### src/rtl/dgain_pkg.sv
// Shared definitions for the digital-gain AGC controller: widths, the
// frame-evaluation state encoding and the coefficient clip helper.
package dgain_pkg;

    localparam int DATA_W  = 48;
    localparam int OUT_W   = 16;
    localparam int COEFF_W = 6;

    typedef enum logic [1:0] {
        IDLE   = 2'd0,
        MAG    = 2'd1,
        ENC    = 2'd2,
        DECIDE = 2'd3
    } state_e;

    // Clamp a signed candidate offset into [0, cmax].
    function automatic logic [COEFF_W-1:0] clip_coeff(
        input logic signed [7:0] raw,
        input logic signed [7:0] cmax
    );
        logic [COEFF_W-1:0] res;
        if (raw < 8'sd0) begin
            res = {COEFF_W{1'b0}};
        end else if (raw > cmax) begin
            res = cmax[COEFF_W-1:0];
        end else begin
            res = raw[COEFF_W-1:0];
        end
        return res;
    endfunction

endpackage

### src/rtl/lead_one_enc48.sv
// Registered leading-one encoder over a 47-bit magnitude. Output w is the
// index of the highest set bit plus one, or 0 for an all-zero magnitude.
// The register only loads when en is high, so a discarded evaluation leaves
// the previously reported width in place.
module lead_one_enc48
    import dgain_pkg::*;
(
    input  logic        clk,
    input  logic        rst,
    input  logic        en,
    input  logic [46:0] mag,
    output logic [5:0]  w
);

    logic [5:0] w_s;

    // Priority scan from LSB upward; the last set bit seen wins.
    always_comb begin
        w_s = 6'd0;
        for (int i = 0; i < 47; i++) begin
            w_s = mag[i] ? 6'(i + 1) : w_s;
        end
    end

    // ENC-stage register holding the encoded width.
    always_ff @(posedge clk) begin
        if (rst) begin
            w <= 6'd0;
        end else if (en) begin
            w <= w_s;
        end
    end

endmodule

### src/rtl/dgain_agc_ctrl.sv
// Frame-rate automatic gain controller for the 48-bit to 16-bit gain stage.
// Each ms_in strobe launches a 3-stage evaluation (MAG, ENC, DECIDE) of the
// frame peak and produces the bit-select offset scaled_coeff.
// Optional feature macro: DGAIN_AGC_DECAY_EN (when defined, a lower
// coefficient is only applied after DECAY_FRAMES consecutive lower frames;
// when undefined, every automatic decision is applied immediately).
module dgain_agc_ctrl
    import dgain_pkg::*;
#(
    parameter int HEADROOM     = 1,
    parameter int COEFF_MAX    = 32,
    parameter int DECAY_FRAMES = 4
) (
    input  logic                clk,
    input  logic                rst,
    input  logic                ms_in,
    input  logic [DATA_W-1:0]   max_in,
    input  logic                manual_en,
    input  logic [COEFF_W-1:0]  manual_coeff,
    output logic [OUT_W-1:0]    scaled_coeff,
    output logic                coeff_upd,
    output logic                busy,
    output logic [5:0]          peak_width
);

    state_e              state_r;
    state_e              state_s;
    logic [DATA_W-1:0]   cap_r;
    logic [DATA_W-2:0]   mag_r;
    logic [5:0]          peak_w_s;
    logic [COEFF_W-1:0]  coeff_r;
    logic [COEFF_W-1:0]  coeff_s;
    logic                upd_r;
    logic                upd_s;
    logic                busy_r;
    logic                enc_en_s;
    logic                decide_s;
    logic signed [7:0]   raw_s;
    logic [COEFF_W-1:0]  new_s;
    logic [COEFF_W-1:0]  man_clip_s;
    logic                decay_write_s;

    // A strobe mid-evaluation aborts it, so every stage load is qualified
    // with !ms_in.
    assign enc_en_s = (state_r == ENC) && !ms_in;
    assign decide_s = (state_r == DECIDE) && !ms_in;

    // Candidate offset: w + 1 + HEADROOM - OUT_W, evaluated signed.
    assign raw_s      = $signed({2'b00, peak_w_s}) + $signed(8'(HEADROOM + 1 - OUT_W));
    assign new_s      = clip_coeff(raw_s, 8'(COEFF_MAX));
    assign man_clip_s = clip_coeff($signed({2'b00, manual_coeff}), 8'(COEFF_MAX));

    // Next-state logic: strobe always restarts at MAG, otherwise walk the pipe.
    always_comb begin
        state_s = state_r;
        if (ms_in) begin
            state_s = MAG;
        end else begin
            case (state_r)
                IDLE:    state_s = IDLE;
                MAG:     state_s = ENC;
                ENC:     state_s = DECIDE;
                DECIDE:  state_s = IDLE;
                default: state_s = IDLE;
            endcase
        end
    end

    // State register and registered busy flag.
    always_ff @(posedge clk) begin
        if (rst) begin
            state_r <= IDLE;
            busy_r  <= 1'b0;
        end else begin
            state_r <= state_s;
            busy_r  <= (state_s != IDLE);
        end
    end

    // Peak capture on every strobe (including an aborting one).
    always_ff @(posedge clk) begin
        if (rst) begin
            cap_r <= {DATA_W{1'b0}};
        end else if (ms_in) begin
            cap_r <= max_in;
        end
    end

    // MAG stage: one's-complement magnitude so -2^47 cannot overflow.
    always_ff @(posedge clk) begin
        if (rst) begin
            mag_r <= {(DATA_W-1){1'b0}};
        end else if ((state_r == MAG) && !ms_in) begin
            mag_r <= cap_r[DATA_W-1] ? ~cap_r[DATA_W-2:0] : cap_r[DATA_W-2:0];
        end
    end

    lead_one_enc48 u_enc (
        .clk (clk),
        .rst (rst),
        .en  (enc_en_s),
        .mag (mag_r),
        .w   (peak_w_s)
    );

`ifdef DGAIN_AGC_DECAY_EN
    logic [3:0] cnt_r;
    logic [3:0] cnt_inc_s;

    // Saturating count of consecutive lower frames, including this one.
    always_comb begin
        cnt_inc_s     = (cnt_r == 4'd15) ? 4'd15 : (cnt_r + 4'd1);
        decay_write_s = (cnt_inc_s >= 4'(DECAY_FRAMES));
    end

    // Decay counter: cleared on any write, advanced on a decay hold.
    always_ff @(posedge clk) begin
        if (rst) begin
            cnt_r <= 4'd0;
        end else if (decide_s) begin
            if (manual_en || (new_s >= coeff_r) || decay_write_s) begin
                cnt_r <= 4'd0;
            end else begin
                cnt_r <= cnt_inc_s;
            end
        end
    end
`else
    assign decay_write_s = 1'b1;
`endif

    // DECIDE: manual override, attack, or (possibly deferred) decay.
    always_comb begin
        coeff_s = coeff_r;
        upd_s   = 1'b0;
        if (decide_s) begin
            if (manual_en) begin
                coeff_s = man_clip_s;
                upd_s   = 1'b1;
            end else if ((new_s >= coeff_r) || decay_write_s) begin
                coeff_s = new_s;
                upd_s   = 1'b1;
            end else begin
                coeff_s = coeff_r;
                upd_s   = 1'b0;
            end
        end else begin
            coeff_s = coeff_r;
            upd_s   = 1'b0;
        end
    end

    // Output coefficient and update pulse registers.
    always_ff @(posedge clk) begin
        if (rst) begin
            coeff_r <= {COEFF_W{1'b0}};
            upd_r   <= 1'b0;
        end else begin
            coeff_r <= coeff_s;
            upd_r   <= upd_s;
        end
    end

    assign scaled_coeff = {{(OUT_W-COEFF_W){1'b0}}, coeff_r};
    assign coeff_upd    = upd_r;
    assign busy         = busy_r;
    assign peak_width   = peak_w_s;

endmodule

### config.mk
export PLATFORM = sky130hd
export DESIGN_NAME = dgain_agc_ctrl
export DESIGN_NICKNAME = d
export VERILOG_FILES = /design/src/rtl/dgain_pkg.sv /design/src/rtl/lead_one_enc48.sv /design/src/rtl/dgain_agc_ctrl.sv
export SDC_FILE = /design/constraint.sdc
export NUM_CORES = 1
export LEC_CHECK = 0
export BUFFER_PORTS_ARGS = -buffer_cell sky130_fd_sc_hd__buf_2
export CORE_MARGIN = 2
export CORE_UTILIZATION = 55
export CTS_CLUSTER_DIAMETER = 100
export CTS_CLUSTER_SIZE = 30
export DETAILED_ROUTE_END_ITERATION = 8
export GPL_ROUTABILITY_DRIVEN = 0
export HOLD_SLACK_MARGIN = 0.08
export PLACE_DENSITY = 0.78
export SLEW_MARGIN = 25
export SYNTH_ARGS = -nofsm -noshare
export SYNTH_HDL_FRONTEND = slang
export SYNTH_SLANG_ARGS = --single-unit
export TNS_END_PERCENT = 20
### constraint.sdc
create_clock -name clk -period 1.87 [get_ports clk]
set_clock_uncertainty 0.1 [all_clocks]
set_input_delay 0.2805 -clock clk [delete_from_list [all_inputs] [get_ports clk]]
set_output_delay 0.2805 -clock clk [all_outputs]
set_load 0.005 [all_outputs]
==> metrics.md <==
| Metric | Value |
|---|---|
| Outcome | completed |
| Final min period | roughly 1.8 ns |
| Fmax | roughly 0.54 GHz |
| Vias | roughly 4300 |
| DR vias/cell | roughly 5.4 |
| Pins over their slew limit | 0 |
| Die ar. | around 0.01 mm² |
| # Post-CTS Setup Buffers | 0 |
| Iter 0 DRT Violations | around 160 |
| Layout area overhead | 22.08% |
| Least-Margin Pin Slew | 0.5073 ns |
| Area share of the largest cell type after synthesis | 0.4381 |
| Global-route wire length before repair | between 15 and 20 mm |
| Synth Flop Type | dfxtp_1 |
| Clock Tree Buf Depth | 2 |
| Final Cycle Share | 0.9865 |
| Syn Inst Count | roughly 570 |
| R2R depth | 6 |
| FF+latch count, synth | about 110 |
| Synthesized area per cell | between 8 and 9 µm² |
| Routed Antenna Nets | 0 |
| Crit. End Element | flip-flop |
| FF+latch area | around 0.0022 mm² |
| Leakage | approximately 2.4 nW |
| Ant. Diodes | 0 |
| Placed Cells | 724 |
| Endpoints failing hold | 0 |
| Asr flop ratio synth | 0 |
| TritonCTS Buffers | 9 |
| CP arrival | 2.02 ns |
| Area used by multi-input combinational logic | 0.002636 mm² |
| Global Route Usage Sum | 0.2227 |
| Layout cells sized above 1 | 0.1699 |
| Worst-Skew Late Latency | between 0.3 and 0.4 ns |
| Initial antenna violation count | 0 |
| # H-tree levels | 3 |
| Hold depth | 5 |
| Most common cell after layout, fill and taps aside | nor2_1 |
| I/O pins | approximately 80 |
| Post-synth EDFFs | 0 |
| Layout fillers | just under 700 |
| CTS sink count | ~110 |
| Row cnt | 35 |
| Die W | between 100 and 150 µm |
| Reg clk slew, reported paths | about 0.11 ns |
| RSZ-0062 raised after global routing | yes |
| Post-DP HPWL | ~7 mm |
| Final net count | 735 |
| Max_cap viols | 0 |
| Chip height | 100.0 µm |
| Register area share after synthesis | 0.4381 |
| Area leader, netlist | dfxtp_1 |
| Peak VDD IR | around 0.48 mV |
| Setup TNS | 0 ns |
| Finished Layout Cells | 788 |
| # setup viols final | 0 |
| Number of port buffers | between 70 and 80 |
| Mapped Area | 0.005072 mm² |
| Core ar. | between 0.009 and 0.01 mm² |
| Top post-synthesis cells by area | dfxtp_1, mux2i_1, nor2_1 |
| Post-Route WL | 10.52 mm |
| Vias in the first global route | between 4000 and 5000 |
| DRT Pass-1 Iters | 5 |
| Crit path kind | reg2reg |
| Distinct cells, synth | 48 |
| Synth warn | 0 |
| DR WL/cell | approximately 13 µm |
| Hold/Removal Path Class | in2reg |
| TritonCTS clock tree | done |
| Data required, critical path | around 2 ns |
| Relative slew margins | 0.6618 |
| Maximum fanout along the worst path | 4 |
| Most frequent cells in the layout | nor2_1, dfxtp_1, buf_2 |
| Largest net degree at the start of global routing | 95 |
| CTS Root Cell | clkbuf_8 |
| CP Launch Type | flip-flop |
| Grt ovf | 0 |
| Residual DRC | 0 |
| Pwr Density | 771.0 mW/mm² |
| Initial Util | 0.5569 |
| Final core occ | 0.6798 |
## metal layers
layer	track usage	wire length [µm]	up-vias
met1	0.2824	4981	1934
li1	-	-	2178
met4	0.08325	185	0
met5	0	0	-
met3	0.04109	512	15
met2	0.3789	4837	124
## worst max-delay path: stages (launching register included)
cell and delay (ns):
dfxtp_1 0.41, ha_2 0.22, or4b_4 0.49, nor3_2 0.16, nand3_1 0.10, o221ai_1 0.19, nor2_1 0.07
## registers in the layout (all words and copies together) (netlist names)
register   flops
coeff_r        6
mag_r         47
busy           1
coeff_upd      1
cap_r         48
state_r        2
u_enc.w        6
## repair_timing
action	4_1_cts	5_1_grt
hold endpoints to repair	48	0
pin swaps	0	0
hold buffers	48	0
gates resized for setup	2	3
endpoints found under the setup margin	1	8
## logic make-up (layout without fill, tap and decap cells)
family / count (synthesis) / after routing / share of synthesized area
XOR/XNOR: 48 / 48 / 0.08288
flip-flops: 111 / 111 / 0.4381
buffers and inverters: 59 / 162 / 0.05624
other: 1 / 10 / 0.0007393
AO/OA/AOI/OAI: 102 / 102 / 0.1433
AND/OR/NAND/NOR: 191 / 191 / 0.1717
multiplexers: 48 / 48 / 0.09472
adder cells (fa/ha/maj): 5 / 5 / 0.01233
## final cells by class
| class | instances | area share |
|---|---|---|
| clock buffer | 9 | 0.02000 |
| clock inverter | 7 | 0.009093 |
| inverter | 14 | 0.008487 |
| multi-input combinational | 404 | 0.4257 |
| sequential | 111 | 0.3591 |
| tap | 111 | 0.02243 |
| timing repair buffer | 132 | 0.1552 |
## report_power, final
part | internal, W | switching (W) | total, W
Combinational | 0.000424 | 0.000384 | 0.000808
Clock | 0.000498 | 0.000846 | 0.00134
Sequential | 0.00250 | 0.000127 | 0.00262
## Yosys cell counts (2+ instances only)
cell / number
a211oi_1: 52
a21oi_1: 17
a221oi_1: 2
a31oi_1: 2
buf_1: 7
buf_2: 12
buf_4: 13
clkbuf_1: 13
dfxtp_1: 111
ha_1: 5
inv_1: 13
mux2i_1: 48
nand2_1: 7
nand2b_1: 4
nand3_1: 5
nand4_1: 3
nor2_1: 128
nor2b_1: 6
nor3_1: 14
nor3_2: 4
nor4_1: 11
o211ai_1: 2
o21a_1: 2
o21ai_0: 4
o21ai_1: 2
o21bai_1: 2
o31a_1: 5
o31ai_1: 4
xnor2_1: 48
## worst paths after layout
kind,end,slack [ns],start
max,u_enc.w[2],0.03,state_r[1]
min,coeff_r[4],0.15,manual_coeff[4]
max reg2reg,u_enc.w[2],0.03,state_r[1]
min reg2reg,coeff_r[5],0.40,coeff_r[5]
## metrics by stage
step | power (W) | hold slack [ns] | instance area [µm²] | setup slack [ns]
after global placement | 0.003372 | 0.3759 | 5502 | 0.1094
final | 0.004774 | 0.1487 | 6192 | 0.02516
after CTS | 0.004794 | 0.1465 | 6171 | 0.03138
after detailed placement | 0.003395 | 0.3832 | 5502 | 0.01566
after global routing | 0.005009 | 0.1834 | 6192 | -0.09455
after floorplan | 0.003196 | 0.3277 | 5106 | 0.1400
No activity file was read; power rests on OpenSTA's default activity.
